### src/rtl/cameralink_uart_phy_if.sv
// -----------------------------------------------------------------------------
// cameralink_uart_phy_if
// Purpose : Byte-level handshake between the AXI-to-UART bridge and the
//           Camera Link serial PHY.
// Signals :
//   tx_start     bridge -> PHY  single-cycle send request
//   tx_data      bridge -> PHY  byte to send, valid with tx_start
//   tx_busy      PHY -> bridge  frame in flight on SerTC
//   rx_ready     PHY -> bridge  one-cycle pulse, rx_data holds a new byte
//   rx_data      PHY -> bridge  last good received byte
//   rx_frame_err PHY -> bridge  one-cycle pulse, stop bit sampled low
// Modports: master = bridge side, slave = PHY side.
// -----------------------------------------------------------------------------
interface cameralink_uart_phy_if;
   logic       tx_start;
   logic [7:0] tx_data;
   logic       tx_busy;
   logic       rx_ready;
   logic [7:0] rx_data;
   logic       rx_frame_err;

   modport master (
      output tx_start,
      output tx_data,
      input  tx_busy,
      input  rx_ready,
      input  rx_data,
      input  rx_frame_err
   );

   modport slave (
      input  tx_start,
      input  tx_data,
      output tx_busy,
      output rx_ready,
      output rx_data,
      output rx_frame_err
   );
endinterface

### src/rtl/cameralink_uart_phy.sv
// -----------------------------------------------------------------------------
// cameralink_uart_phy
// Purpose : Camera Link serial PHY (frame-grabber side). 8N1 UART, LSB first,
//           full duplex: SerTC is driven to the camera, SerTFG is received.
// Parameters:
//   CLK_FREQ_HZ  clock frequency of s_axi_aclk
//   BAUD_RATE    line rate; CLKS_PER_BIT = CLK_FREQ_HZ / BAUD_RATE (>= 4)
// Ports:
//   s_axi_aclk    clock
//   s_axi_areset  synchronous active-high reset
//   bus           byte handshake (cameralink_uart_phy_if.slave)
//   loopback      (only with CL_UART_LOOPBACK_EN) 1 = RX listens to ser_tc
//   ser_tfg       serial line from camera, asynchronous
//   ser_tc        serial line to camera, idle high
// Build option: define CL_UART_LOOPBACK_EN to add the loopback port.
// -----------------------------------------------------------------------------
module cameralink_uart_phy #(
   parameter int CLK_FREQ_HZ = 100_000_000,
   parameter int BAUD_RATE   = 9600
) (
   input  logic                        s_axi_aclk,
   input  logic                        s_axi_areset,
   cameralink_uart_phy_if.slave        bus,
`ifdef CL_UART_LOOPBACK_EN
   input  logic                        loopback,
`endif
   input  logic                        ser_tfg,
   output logic                        ser_tc
);

   localparam int CLKS_PER_BIT = CLK_FREQ_HZ / BAUD_RATE;
   localparam int CNT_W        = (CLKS_PER_BIT < 4) ? 2 : $clog2(CLKS_PER_BIT);
   localparam logic [CNT_W-1:0] BIT_LAST  = CNT_W'(CLKS_PER_BIT - 1);
   localparam logic [CNT_W-1:0] HALF_LAST = CNT_W'(CLKS_PER_BIT / 2 - 1);

   if (CLKS_PER_BIT < 4) begin : g_bad_baud
      $error("cameralink_uart_phy: CLKS_PER_BIT must be at least 4");
   end

   // ---------------------------------------------------------------- TX
   typedef enum logic [1:0] {TX_IDLE, TX_START, TX_DATA, TX_STOP} tx_state_t;

   tx_state_t        tx_state_q;
   logic [CNT_W-1:0] tx_cnt_q;
   logic [2:0]       tx_idx_q;
   logic [7:0]       tx_shift_q;
   logic             ser_tc_q;
   logic             tx_busy_q;

   always_ff @(posedge s_axi_aclk) begin
      if (s_axi_areset) begin
         tx_state_q <= TX_IDLE;
         tx_cnt_q   <= '0;
         tx_idx_q   <= '0;
         tx_shift_q <= '0;
         ser_tc_q   <= 1'b1;
         tx_busy_q  <= 1'b0;
      end else begin
         case (tx_state_q)
            TX_IDLE: begin
               if (bus.tx_start) begin
                  tx_shift_q <= bus.tx_data;
                  ser_tc_q   <= 1'b0;
                  tx_busy_q  <= 1'b1;
                  tx_cnt_q   <= '0;
                  tx_state_q <= TX_START;
               end
            end
            TX_START: begin
               if (tx_cnt_q == BIT_LAST) begin
                  tx_cnt_q   <= '0;
                  tx_idx_q   <= '0;
                  ser_tc_q   <= tx_shift_q[0];
                  tx_state_q <= TX_DATA;
               end else begin
                  tx_cnt_q <= tx_cnt_q + 1'b1;
               end
            end
            TX_DATA: begin
               if (tx_cnt_q == BIT_LAST) begin
                  tx_cnt_q <= '0;
                  if (tx_idx_q == 3'd7) begin
                     ser_tc_q   <= 1'b1;
                     tx_state_q <= TX_STOP;
                  end else begin
                     // Shift right so the next bit is always at [1] -> [0].
                     ser_tc_q   <= tx_shift_q[1];
                     tx_shift_q <= {1'b0, tx_shift_q[7:1]};
                     tx_idx_q   <= tx_idx_q + 3'd1;
                  end
               end else begin
                  tx_cnt_q <= tx_cnt_q + 1'b1;
               end
            end
            TX_STOP: begin
               if (tx_cnt_q == BIT_LAST) begin
                  tx_cnt_q   <= '0;
                  tx_busy_q  <= 1'b0;
                  tx_state_q <= TX_IDLE;
               end else begin
                  tx_cnt_q <= tx_cnt_q + 1'b1;
               end
            end
            default: tx_state_q <= TX_IDLE;
         endcase
      end
   end

   assign ser_tc      = ser_tc_q;
   assign bus.tx_busy = tx_busy_q;

   // ---------------------------------------------------------------- RX
   typedef enum logic [2:0] {RX_IDLE, RX_START, RX_DATA, RX_STOP, RX_BREAK} rx_state_t;

   logic rx_line;
`ifdef CL_UART_LOOPBACK_EN
   assign rx_line = loopback ? ser_tc_q : ser_tfg;
`else
   assign rx_line = ser_tfg;
`endif

   logic             rx_sync1_q;
   logic             rx_sync2_q;
   logic             rx_prev_q;
   rx_state_t        rx_state_q;
   logic [CNT_W-1:0] rx_cnt_q;
   logic [2:0]       rx_idx_q;
   logic [7:0]       rx_shift_q;
   logic [7:0]       rx_data_q;
   logic             rx_ready_q;
   logic             rx_err_q;
   logic             rx_fall;

   // Falling edge on the synchronised line marks a candidate start bit.
   assign rx_fall = rx_prev_q & ~rx_sync2_q;

   always_ff @(posedge s_axi_aclk) begin
      if (s_axi_areset) begin
         rx_sync1_q <= 1'b1;
         rx_sync2_q <= 1'b1;
         rx_prev_q  <= 1'b1;
         rx_state_q <= RX_IDLE;
         rx_cnt_q   <= '0;
         rx_idx_q   <= '0;
         rx_shift_q <= '0;
         rx_data_q  <= '0;
         rx_ready_q <= 1'b0;
         rx_err_q   <= 1'b0;
      end else begin
         rx_sync1_q <= rx_line;
         rx_sync2_q <= rx_sync1_q;
         rx_prev_q  <= rx_sync2_q;
         rx_ready_q <= 1'b0;
         rx_err_q   <= 1'b0;
         case (rx_state_q)
            RX_IDLE: begin
               if (rx_fall) begin
                  rx_cnt_q   <= '0;
                  rx_state_q <= RX_START;
               end
            end
            RX_START: begin
               // Half-bit wait lands the sample point mid-bit for the
               // rest of the frame; a high line here means a glitch.
               if (rx_cnt_q == HALF_LAST) begin
                  rx_cnt_q <= '0;
                  rx_idx_q <= '0;
                  rx_state_q <= rx_sync2_q ? RX_IDLE : RX_DATA;
               end else begin
                  rx_cnt_q <= rx_cnt_q + 1'b1;
               end
            end
            RX_DATA: begin
               if (rx_cnt_q == BIT_LAST) begin
                  rx_cnt_q   <= '0;
                  rx_shift_q <= {rx_sync2_q, rx_shift_q[7:1]};
                  rx_idx_q   <= rx_idx_q + 3'd1;
                  if (rx_idx_q == 3'd7) begin
                     rx_state_q <= RX_STOP;
                  end
               end else begin
                  rx_cnt_q <= rx_cnt_q + 1'b1;
               end
            end
            RX_STOP: begin
               if (rx_cnt_q == BIT_LAST) begin
                  rx_cnt_q <= '0;
                  if (rx_sync2_q) begin
                     rx_data_q  <= rx_shift_q;
                     rx_ready_q <= 1'b1;
                     rx_state_q <= RX_IDLE;
                  end else begin
                     rx_err_q   <= 1'b1;
                     rx_state_q <= RX_BREAK;
                  end
               end else begin
                  rx_cnt_q <= rx_cnt_q + 1'b1;
               end
            end
            RX_BREAK: begin
               // Wait out a held-low line so it is not taken as a new start.
               if (rx_sync2_q) begin
                  rx_state_q <= RX_IDLE;
               end
            end
            default: rx_state_q <= RX_IDLE;
         endcase
      end
   end

   assign bus.rx_data      = rx_data_q;
   assign bus.rx_ready     = rx_ready_q;
   assign bus.rx_frame_err = rx_err_q;

endmodule
### src/flat_wrapper.sv
// flat-port wrapper written by rule: the top's interface ports become plain ports
module cameralink_uart_phy_flat 
#(
   parameter int CLK_FREQ_HZ = 100_000_000,
   parameter int BAUD_RATE   = 9600
)
  (s_axi_aclk, s_axi_areset, ser_tfg, ser_tc, bus_tx_start, bus_tx_data, bus_tx_busy, bus_rx_ready, bus_rx_data, bus_rx_frame_err);
  cameralink_uart_phy_if bus_i ();
  input  logic s_axi_aclk;
  input  logic s_axi_areset;
  input  logic ser_tfg;
  output logic ser_tc;
  input wire logic [$bits(bus_i.tx_start)-1:0] bus_tx_start;
  input wire logic [$bits(bus_i.tx_data)-1:0] bus_tx_data;
  output wire logic [$bits(bus_i.tx_busy)-1:0] bus_tx_busy;
  output wire logic [$bits(bus_i.rx_ready)-1:0] bus_rx_ready;
  output wire logic [$bits(bus_i.rx_data)-1:0] bus_rx_data;
  output wire logic [$bits(bus_i.rx_frame_err)-1:0] bus_rx_frame_err;
  assign bus_i.tx_start = bus_tx_start;
  assign bus_i.tx_data = bus_tx_data;
  assign bus_tx_busy = bus_i.tx_busy;
  assign bus_rx_ready = bus_i.rx_ready;
  assign bus_rx_data = bus_i.rx_data;
  assign bus_rx_frame_err = bus_i.rx_frame_err;
  cameralink_uart_phy #(.CLK_FREQ_HZ(CLK_FREQ_HZ), .BAUD_RATE(BAUD_RATE)) u_core (.s_axi_aclk(s_axi_aclk), .s_axi_areset(s_axi_areset), .bus(bus_i), .ser_tfg(ser_tfg), .ser_tc(ser_tc));
endmodule
### config.mk
export PLATFORM = sky130hd
export DESIGN_NAME = cameralink_uart_phy_flat
export DESIGN_NICKNAME = d
export VERILOG_FILES = /design/src/rtl/cameralink_uart_phy_if.sv /design/src/rtl/cameralink_uart_phy.sv /design/src/flat_wrapper.sv
export SDC_FILE = /design/constraint.sdc
export NUM_CORES = 1
export LEC_CHECK = 0
export CAP_MARGIN = 20
export CELL_PAD_IN_SITES_DETAIL_PLACEMENT = 1
export CELL_PAD_IN_SITES_GLOBAL_PLACEMENT = 2
export CORE_ASPECT_RATIO = 1.75
export CORE_UTILIZATION = 30
export CTS_CLUSTER_DIAMETER = 200
export DETAILED_ROUTE_END_ITERATION = 8
export PLACE_DENSITY_LB_ADDON = 0.12
export SYNTH_ARGS = -nofsm -noshare
export SYNTH_HDL_FRONTEND = slang
export SYNTH_SLANG_ARGS = --single-unit
### constraint.sdc
create_clock -name s_axi_aclk -period 2.6 [get_ports s_axi_aclk]
set_input_delay 0.39 -clock s_axi_aclk [delete_from_list [all_inputs] [get_ports s_axi_aclk]]
set_output_delay 0.39 -clock s_axi_aclk [all_outputs]
set_load 0.05 [all_outputs]
After elaboration in Yosys (flattened, before gate mapping):

Cells that the tools add are included.
Widths: inputs -> output; s select.

* add/subtract/negate cells: 4
* equality and inequality tests: 24
* muxes and demuxes: 43
* bitwise logic cells: 4
* reductions and logical operators: 21

Operator list (number)
* $mux 14: 5
* $pmux 14 s3: 1
* $mux 3: 12
* $add 14x1->14 const B: 2
* $eq 14x14->1 const B: 2
* $pmux 14 s2: 1
* $mux 8: 3
* $ne 2x1->1 const B: 10
* $pmux 8 s2: 1
* $pmux 3 s5: 1
* $eq 14x13->1 const B: 1
* $mux 2: 6
* $pmux 3 s2: 2
* $reduce_and 4->1: 3
* $eq 3x3->1 const B: 3
* $reduce_and 3->1: 3
* $mux 1: 8
* $pmux 2 s4: 1
* $reduce_bool 2->1: 4
* $add 3x1->3 const B: 2
* $eq 3x2->1 const B: 2
* $reduce_and 6->1: 1
* $reduce_bool 3->1: 2
* $reduce_or 3->1: 2
* other kinds (13): 18

* register bits: 70
* logic and storage cells: 112

Logic depth before layout (Yosys ltp):

Gate-level depths: netlist of the first run.

* depth after elaboration: 4
* mapped depth: 9

Worst setup path before layout of the first run:

Ideal clock, no wire load.

* path kind: reg-to-reg
* start point: register u_core.tx_cnt_q[0]
* end point: register u_core.tx_cnt_q[10]
* setup time: 71 ps
* arrival time: 1791 ps
* setup slack: 738 ps
* stages on the path, launching flop included: 8
* buffers on the path: 1
* period minus slack after synthesis: 1862 ps
* cell sequence: dfxtp_1 > ha_1 > and3_1 > clkbuf_1 > and4_4 > or2_0 > or4_1 > a21oi_1

* longest elaborated chain between the ends: 3

Ends and longest elaborated chain
* start: declaration: line cameralink_uart_phy.sv:44 `logic [CNT_W-1:0] tx_cnt_q;`
* start signal: assignment: line cameralink_uart_phy.sv:76 `tx_cnt_q <= tx_cnt_q + 1'b1;`
* start signal: assignment: line cameralink_uart_phy.sv:92 `tx_cnt_q <= tx_cnt_q + 1'b1;`
* start signal: assignment: line cameralink_uart_phy.sv:101 `tx_cnt_q <= tx_cnt_q + 1'b1;`
* $add 14x1->14 / $eq 14x14->1 (equally long branches)
* $mux 14 (*): line cameralink_uart_phy.sv:70, cameralink_uart_phy.sv:80, cameralink_uart_phy.sv:96
* $pmux 14 s2 (*): line cameralink_uart_phy.sv:59 `case (tx_state_q)`

Mark *: on every way between the ends. The rest lies on a longest branch, timed or not.
A chain may end at the register's enable or synchronous reset.

Final worst setup path of the first run:

* start point: register u_core.rx_cnt_q[0]
* end point: register u_core.rx_cnt_q[12]

* longest elaborated chain between the ends: 3

Ends and longest elaborated chain
* start: declaration: line cameralink_uart_phy.sv:126 `logic [CNT_W-1:0] rx_cnt_q;`
* start signal: assignment: line cameralink_uart_phy.sv:170 `rx_cnt_q <= rx_cnt_q + 1'b1;`
* start signal: assignment: line cameralink_uart_phy.sv:182 `rx_cnt_q <= rx_cnt_q + 1'b1;`
* start signal: assignment: line cameralink_uart_phy.sv:197 `rx_cnt_q <= rx_cnt_q + 1'b1;`
* $add 14x1->14 (tied with other cells): line cameralink_uart_phy.sv:170, cameralink_uart_phy.sv:182, cameralink_uart_phy.sv:197
* $mux 14, on equally long branches: line cameralink_uart_phy.sv:174, cameralink_uart_phy.sv:186, cameralink_uart_phy.sv:165
* $pmux 14 s3 (*): line cameralink_uart_phy.sv:155 `case (rx_state_q)`

Marks and branches as above.

==> results.md, run 1 <==
- Mean number of vias per cell: approximately 5.3
- Depth of the worst register-to-register path: 6
- Number of enable-type register cells in the synthesized netlist: 0
- Wire length the detailed router placed on met1: 3600 um
- Worst-case register-to-register setup slack: 0.50 ns
- Number of DRC markers after the initial detailed-route iteration: 72
- Clock buffers created by TritonCTS: 9
- Critical Path Start: u_core.rx_cnt_q[0]
- Clock power share: 0.414
- Final hold violations: 0
- N_diodes: 0
- Internal power: 0.00214 W
- Most area-consuming cells after synthesis: dfxtp_1, nor2_1, mux2i_1
- Area taken by multi-input logic gates: 1890 um^2
- Endpoint of the most critical setup path: u_core.rx_cnt_q[12]
- Clock transition at path regs: roughly 0.060 ns
- Setup fix buffers added after clock tree synthesis: 0
- Sequential cell area in the final layout: 1400 um^2
- Die Height: 143 um
- FF-to-FF End: u_core.rx_cnt_q[12]
- Global Route Usage Sum: 0.165
- Max-cap viol count: 0
- Number of buffers added to fix hold violations after cts: 0
- Count of cell types in the netlist: between 50 and 60
- Placed standard-cell area: 3780 um^2
- Setup violators final: 0
- Setup slack after placement: 0.401 ns
- Levels on crit path: 6
- Number of fill cells in the layout: ~1,300
- Peak ir drop on the vdd network: 0.000379 V
- Simple-gate portion of the synthesized area: 0.264
- Relative max-transition margin: 0.496
- Clock tree from TritonCTS: yes
- Share of synthesized flip-flops with an asynchronous set or reset: 0
- Clk Tree Root Cell: clkbuf_16
- Worst-skew pair later-pin latency: 0.33 ns
- Effective utilization at floorplan: 0.307
- Total instance count after detailed placement: 533
- Total standard cell area after synthesis: 3410 um^2
- Post-route design area: slightly above 4000 um^2
- Syn. warnings: 0
- Most used DFF post-synth: dfxtp_1
- Number of standard cells in the final layout excluding fillers: 549
- Static Leak: 1.52 nW
- Final worst clock skew: 0.00672 ns
- Status: finished, final reports clean
- Die extent in x: 82.6 um
- Critical path start-end classification: reg2reg
- Setup TNS: 0 ns
- Drc violations: 0
- Highest routed metal layer: met4
- Highest clock rate: 475 MHz
- Vias after detailed routing: about 2,900
- Multiplexer share of the synthesized area: 0.0624
- Crit path cell chain: ha_1 -> and3b_1 -> nand4_1 -> a32o_1 -> o21ai_0 -> a31oi_1
- Proportion of netlist area held by the largest area contributor: 0.411
- Slowest-stage cell, CP: a32o_1
- Total nets after synthesis: 413
- Tmin final: 2.10 ns
- Actual slew at the worst max-slew pin: 0.756 ns
- Area grow syn2layout: 20.0%
- Sequential cell area fraction in the yosys report: 0.411
- Remaining number of nets flagged by the antenna check after routing: 0
- Top-Level Pins: 24
- Wire length on met3: 167 um
- Core area: 11,100 um^2
- Clock buffer depth: 2
- CP max stage delay: 0.69 ns
- Most repeated cell in the gate-level netlist after synthesis: dfxtp_1
- CP Data Required Time: 2.86 ns
- Final HPWL from detailed placement: 6610 um
- Fin crit share: 0.809
- Final Wtd Congestion: 0.779
- Startpoint Class: flop
- Sequential Power Share: 0.395
- Path category of the worst min-delay check: reg2reg
- Parity-gate share of the synthesized area counting xor and xnor cells: 0.0283
- Launching point of the worst reg2reg path: u_core.rx_cnt_q[0]
- Number of max-slew violations in the final report: 0
- Initial antenna violation count: 0
- Maximum number of pins on one net before global-route repair: 25
- 1st-pass router iterations: 4
- Cell area power density: ~740 nW/um^2
- First-pass GRT wire length: 14,600 um
- Synthesized-area fraction occupied by ao, oa, aoi and oai cells: 0.155
- Main combinational cell family by area after synthesis: simple AND/OR/NAND/NOR gates
- Largest fanout on the critical path: 21
- Final wirelength: about 8900 um
- Final global-route overflow total: 0
- Commonest cells in the synthesized netlist: dfxtp_1, nor2_1, nand2_1
- Met2 WL: about 4900 um
- Unrepaired setup endpoints after global routing: false
- Area of the die: 11,800 um^2
- Final WS setup: 0.496 ns
- Layout cell share with drive strength beyond 1: 0.115
- Row count: 51
- Avg WL per Cell: 16.1 um
- Kind of cell with the highest combined delay on the critical path: compound AO/OA/AOI/OAI gates
- Syn Area/Cell: 8.76 um^2
- Synthesized instance count: 389
- CP Data Arrival Time: 2.37 ns
- Dominant cell type by area after synthesis: dfxtp_1
- Power share of the combinational group: 0.191
- CTS sink count: 70
- Layout net count: between 400 and 500
- Switching Share: 0.293
- Adder-cell share of the synthesized area: 0.0441
- Deepest level of the CTS H-tree: 3
- Number of instances resized during post-cts repair: 0
- Worst setup EP type: flop
- # port buffers: 23
- Worst path buffer plus inverter count: 0
- Post-synthesis sequential element count: 70
- Power dissipated by switching net loads: 0.000889 W
- Via count of the first global-routing pass: around 3,000
[flip-flops by register name, indices dropped and copies added (netlist names), 2 cells and up]
signal / cells
u_core.bus.rx_data: 8
u_core.tx_shift_q: 8
u_core.rx_state_q: 3
u_core.tx_idx_q: 3
u_core.tx_state_q: 2
u_core.rx_idx_q: 3
u_core.rx_shift_q: 8
u_core.tx_cnt_q: 14
u_core.rx_cnt_q: 14
[power groups by stage]
stage	Combinational [W]	Clock, W	Sequential [W]
2_1_floorplan	0.000393	0	0.00123
3_3_place_gp	0.000590	0	0.00122
3_5_place_dp	0.000593	0	0.00122
4_1_cts	0.000597	0.00130	0.00120
5_1_grt	0.000639	0.00135	0.00121
6_report	0.000580	0.00126	0.00120
[per-layer routing]
layer / up-vias / track usage
met3: 13 / 0.0307
met1: 1413 / 0.174
met5: - / 0
met2: 29 / 0.307
met4: 0 / 0.0726
li1: 1446 / -
[worst min-delay path by stage]
stage | startpoint | to | slack [ns] | cells past startpoint
floorplan | u_core.rx_sync1_q | u_core.rx_sync2_q | 0.39 | 1
global placement | u_core.rx_sync1_q | u_core.rx_sync2_q | 0.40 | 1
detailed placement | u_core.rx_sync1_q | u_core.rx_sync2_q | 0.40 | 1
CTS | u_core.rx_sync1_q | u_core.rx_sync2_q | 0.42 | 1
global route | u_core.rx_sync1_q | u_core.rx_sync2_q | 0.43 | 1
finish | u_core.rx_sync1_q | u_core.rx_sync2_q | 0.41 | 1
[final cells by class]
cell class                      count  share of cell area
Sequential cell                    70               0.343
Clock inverter                      6              0.0168
Tap cell                          132              0.0404
Timing Repair Buffer               32              0.0728
Multi-Input combinational cell    290               0.461
Clock buffer                       10              0.0584
Inverter                            9             0.00826
[metrics by stage]
stage / total power (W) / hold WS (ns) / utilization
2_1_floorplan: 0.00162 / 0.389 / -
3_3_place_gp: 0.00181 / 0.398 / 0.341
3_5_place_dp: 0.00182 / 0.402 / 0.341
4_1_cts: 0.00309 / 0.418 / 0.368
5_1_grt: 0.00319 / 0.428 / 0.368
6_report: 0.00303 / 0.413 / 0.368
[logic make-up after synthesis]
family                     count (synthesis)
and+or+nand+nor                          170
AOI/OAI and AO/OA                         76
DFF                                       70
buffers and inverters                     29
muxes                                     21
adders and majority gates                 12
xor gates and xnor gates                  11
[cell usage in the layout, fill, tap and decap left out, types with 3 or more instances in the layout]
master and n:
nor3_1 5, ha_1 12, nor2b_1 3, mux2i_1 19, a21oi_1 20, buf_4 9, o221a_2 8, nand2b_1 5
inv_1 9, and4_1 4, o21ai_0 12, nand4_1 14, nor2_1 62, xor2_1 10, nand2_1 35, and3_1 7
a21boi_0 3, clkbuf_16 9, nand3_1 7, dfxtp_1 70, nand3b_1 3, a31oi_1 12, a22o_1 3, clkdlybuf4s50_1 23
and2_1 3
No activity file was read; power rests on OpenSTA's default activity.
==> run 2, diff against run 1 <==
==> constraint.sdc (replaced) <==
create_clock -name s_axi_aclk -period 2.1 [get_ports s_axi_aclk]
set_input_delay 0.315 -clock s_axi_aclk [delete_from_list [all_inputs] [get_ports s_axi_aclk]]
set_output_delay 0.315 -clock s_axi_aclk [all_outputs]
set_load 0.05 [all_outputs]
==> results.md, run 2 (synthesis gave the netlist of run 1 again) <==
- Cell area power density: 909 nW/um^2 (+23%)
- Startpoint Class: flop
- Number of buffers added to fix hold violations after cts: 0 (unchanged)
- Initial antenna violation count: 0 (unchanged)
- Core area: 11,100 um^2 (unchanged)
- Final Wtd Congestion: 0.770 (-1.1%)
- Maximum number of pins on one net before global-route repair: 24 (-4.0%)
- Die Height: 143 um (unchanged)
- Global Route Usage Sum: 0.169 (+0.00348)
- Clk Tree Root Cell: clkbuf_16
- Final HPWL from detailed placement: 6670 um (+0.88%)
- Setup violators final: 0 (unchanged)
- Layout net count: 458 (+5.0%)
- Top-Level Pins: 24 (unchanged)
- Mean number of vias per cell: 5.19 (-1.9%)
- Number of max-slew violations in the final report: 0 (unchanged)
- Max-cap viol count: 0 (unchanged)
- Area taken by multi-input logic gates: 1890 um^2 (+0.40%)
- Via count of the first global-routing pass: 3,096 (+3.8%)
- Critical path start-end classification: reg2reg
- Depth of the worst register-to-register path: 6 (unchanged)
- Clock transition at path regs: 0.06 ns (about the same)
- CP Data Arrival Time: 2.24 ns (-0.13 ns)
- Setup fix buffers added after clock tree synthesis: 0 (unchanged)
- Final wirelength: 8860 um (-0.10%)
- First-pass GRT wire length: 15,000 um (+2.7%)
- Worst-case register-to-register setup slack: 0.1 ns (-0.40 ns)
- Row count: 51 (unchanged)
- Sequential cell area in the final layout: 1400 um^2 (about the same)
- Layout cell share with drive strength beyond 1: 0.166 (+0.0512)
- Endpoint of the most critical setup path: u_core.rx_state_q[2]
- Worst setup EP type: flop
- Clock tree from TritonCTS: yes
- Clock buffers created by TritonCTS: 9 (unchanged)
- Clock buffer depth: 2 (unchanged)
- Area of the die: 11,800 um^2 (unchanged)
- Fin crit share: 0.953 (+0.144)
- # port buffers: 23 (unchanged)
- Avg WL per Cell: 15.5 um (-4.0%)
- Area grow syn2layout: 26.0%
- Relative max-transition margin: 0.650 (+0.154)
- 1st-pass router iterations: 4 (unchanged)
- Number of fill cells in the layout: 1,319 (-0.15%)
- Final global-route overflow total: 0 (unchanged)
- Actual slew at the worst max-slew pin: 0.524 ns (-0.232 ns)
- Tmin final: 2.00 ns (-0.103 ns)
- Status: finished, final reports clean
- N_diodes: 0 (unchanged)
- Remaining number of nets flagged by the antenna check after routing: 0 (unchanged)
- Largest registers: u_core.rx_cnt_q: 14 flops, u_core.tx_cnt_q: 14 flops
- Final worst clock skew: 0.00447 ns (-0.00225 ns)
- Peak ir drop on the vdd network: 0.000473 V (+25%)
- Number of DRC markers after the initial detailed-route iteration: 40 (-44%)
- Most common cell after layout, fill and taps aside: dfxtp_1
- Static Leak: 1.63 nW (+7.6%)
- CTS sink count: 70 (unchanged)
- Final hold violations: 0 (unchanged)
- Deepest level of the CTS H-tree: 3 (unchanged)
- Die extent in x: 82.6 um (unchanged)
- CP Data Required Time: 2.34 ns (-0.52 ns)
- FF-to-FF End: u_core.rx_state_q[2]
- Largest fanout on the critical path: 4 (-81%)
- Launching point of the worst reg2reg path: u_core.rx_cnt_q[1]
- Effective utilization at floorplan: 0.307 (unchanged)
- Path category of the worst min-delay check: reg2reg
- Overall power: 0.00390 W (+29%)
- Setup TNS: 0 ns (unchanged)
- Worst-skew pair later-pin latency: 0.33 ns (about the same)
- Number of instances resized during post-cts repair: 0 (unchanged)
- Drc violations: 0 (unchanged)
- Highest clock rate: 500 MHz (+5.1%)
- Vias after detailed routing: 2,961 (+2.1%)
- Unrepaired setup endpoints after global routing: false
- Worst hold slack across all endpoints: 0.413 ns (-0.0000670 ns)
- Critical Path Start: u_core.rx_cnt_q[1]
- Commonest non-fill, non-tap cells in the layout: dfxtp_1, nor2_1, nand2_1
-- run 2: cell types whose count changed in the layout (fill, tap and decap cells not counted), sizes merged --
cell      previous run  this run
bufinv               1         2
buf                  9        31
inv                 11        10
clkinvlp             1         2
clkbuf              10         9
-- run 2: worst min-delay path by stage --
stage	start	to	slack (ns)	cells after the start
6_report	u_core.rx_sync1_q	u_core.rx_sync2_q	0.41	1
4_1_cts	u_core.rx_sync1_q	u_core.rx_sync2_q	0.42	1
3_3_place_gp	u_core.rx_sync1_q	u_core.rx_sync2_q	0.40	1
3_5_place_dp	u_core.rx_sync1_q	u_core.rx_sync2_q	0.41	1
2_1_floorplan	u_core.rx_sync1_q	u_core.rx_sync2_q	0.39	1
5_1_grt	u_core.rx_sync1_q	u_core.rx_sync2_q	0.44	1
-- run 2: cell type report --
class	count	area share
clock inverter	7	0.0227
clock buffer	9	0.0525
sequential	70	0.327
timing repair buffer	54	0.111
multi-input combinational	290	0.441
tap	132	0.0385
inverter	9	0.00787
-- run 2: per-layer routing --
layer  share of wire  global-route usage  vias up
met2            0.54               0.305       19
met4           0.022              0.0726        0
met1            0.42               0.185     1439
met3           0.021              0.0326       13
li1                -                   -     1490
met5               0                   0        -
-- run 2: stage by stage --
| stage | setup WS, ns | utilization | instance area [um^2] | cells |
|---|---|---|---|---|
| 6_report | 0.0988 | 0.387 | 4290 | 571 |
| 5_1_grt | 0.000981 | 0.387 | 4290 | 571 |
| 4_1_cts | 0.0476 | 0.386 | 4280 | 571 |
| 3_5_place_dp | 0.0210 | 0.357 | 3960 | 555 |
| 3_3_place_gp | 0.0489 | 0.357 | 3960 | 555 |
| 2_1_floorplan | 0.238 | - | 3410 | 389 |
-- run 2: report_power, final --
group | leakage (nW) | total, W | internal [W] | switching [W]
clock | 0.152 | 0.00164 | 0.00104 | 0.000601
sequential | 0.568 | 0.00148 | 0.00141 | 0.0000674
combinational | 0.913 | 0.000779 | 0.000333 | 0.000445
total | 1.63 | 0.00390 | 0.00279 | 0.00111
-- run 2: worst max-delay path: stages (launching register included) --
cell	delay [ns]
dfxtp_1	0.38
ha_1	0.21
and3b_1	0.17
nand4_1	0.24
a32o_2	0.38
or4_1	0.47
o31ai_1	0.08
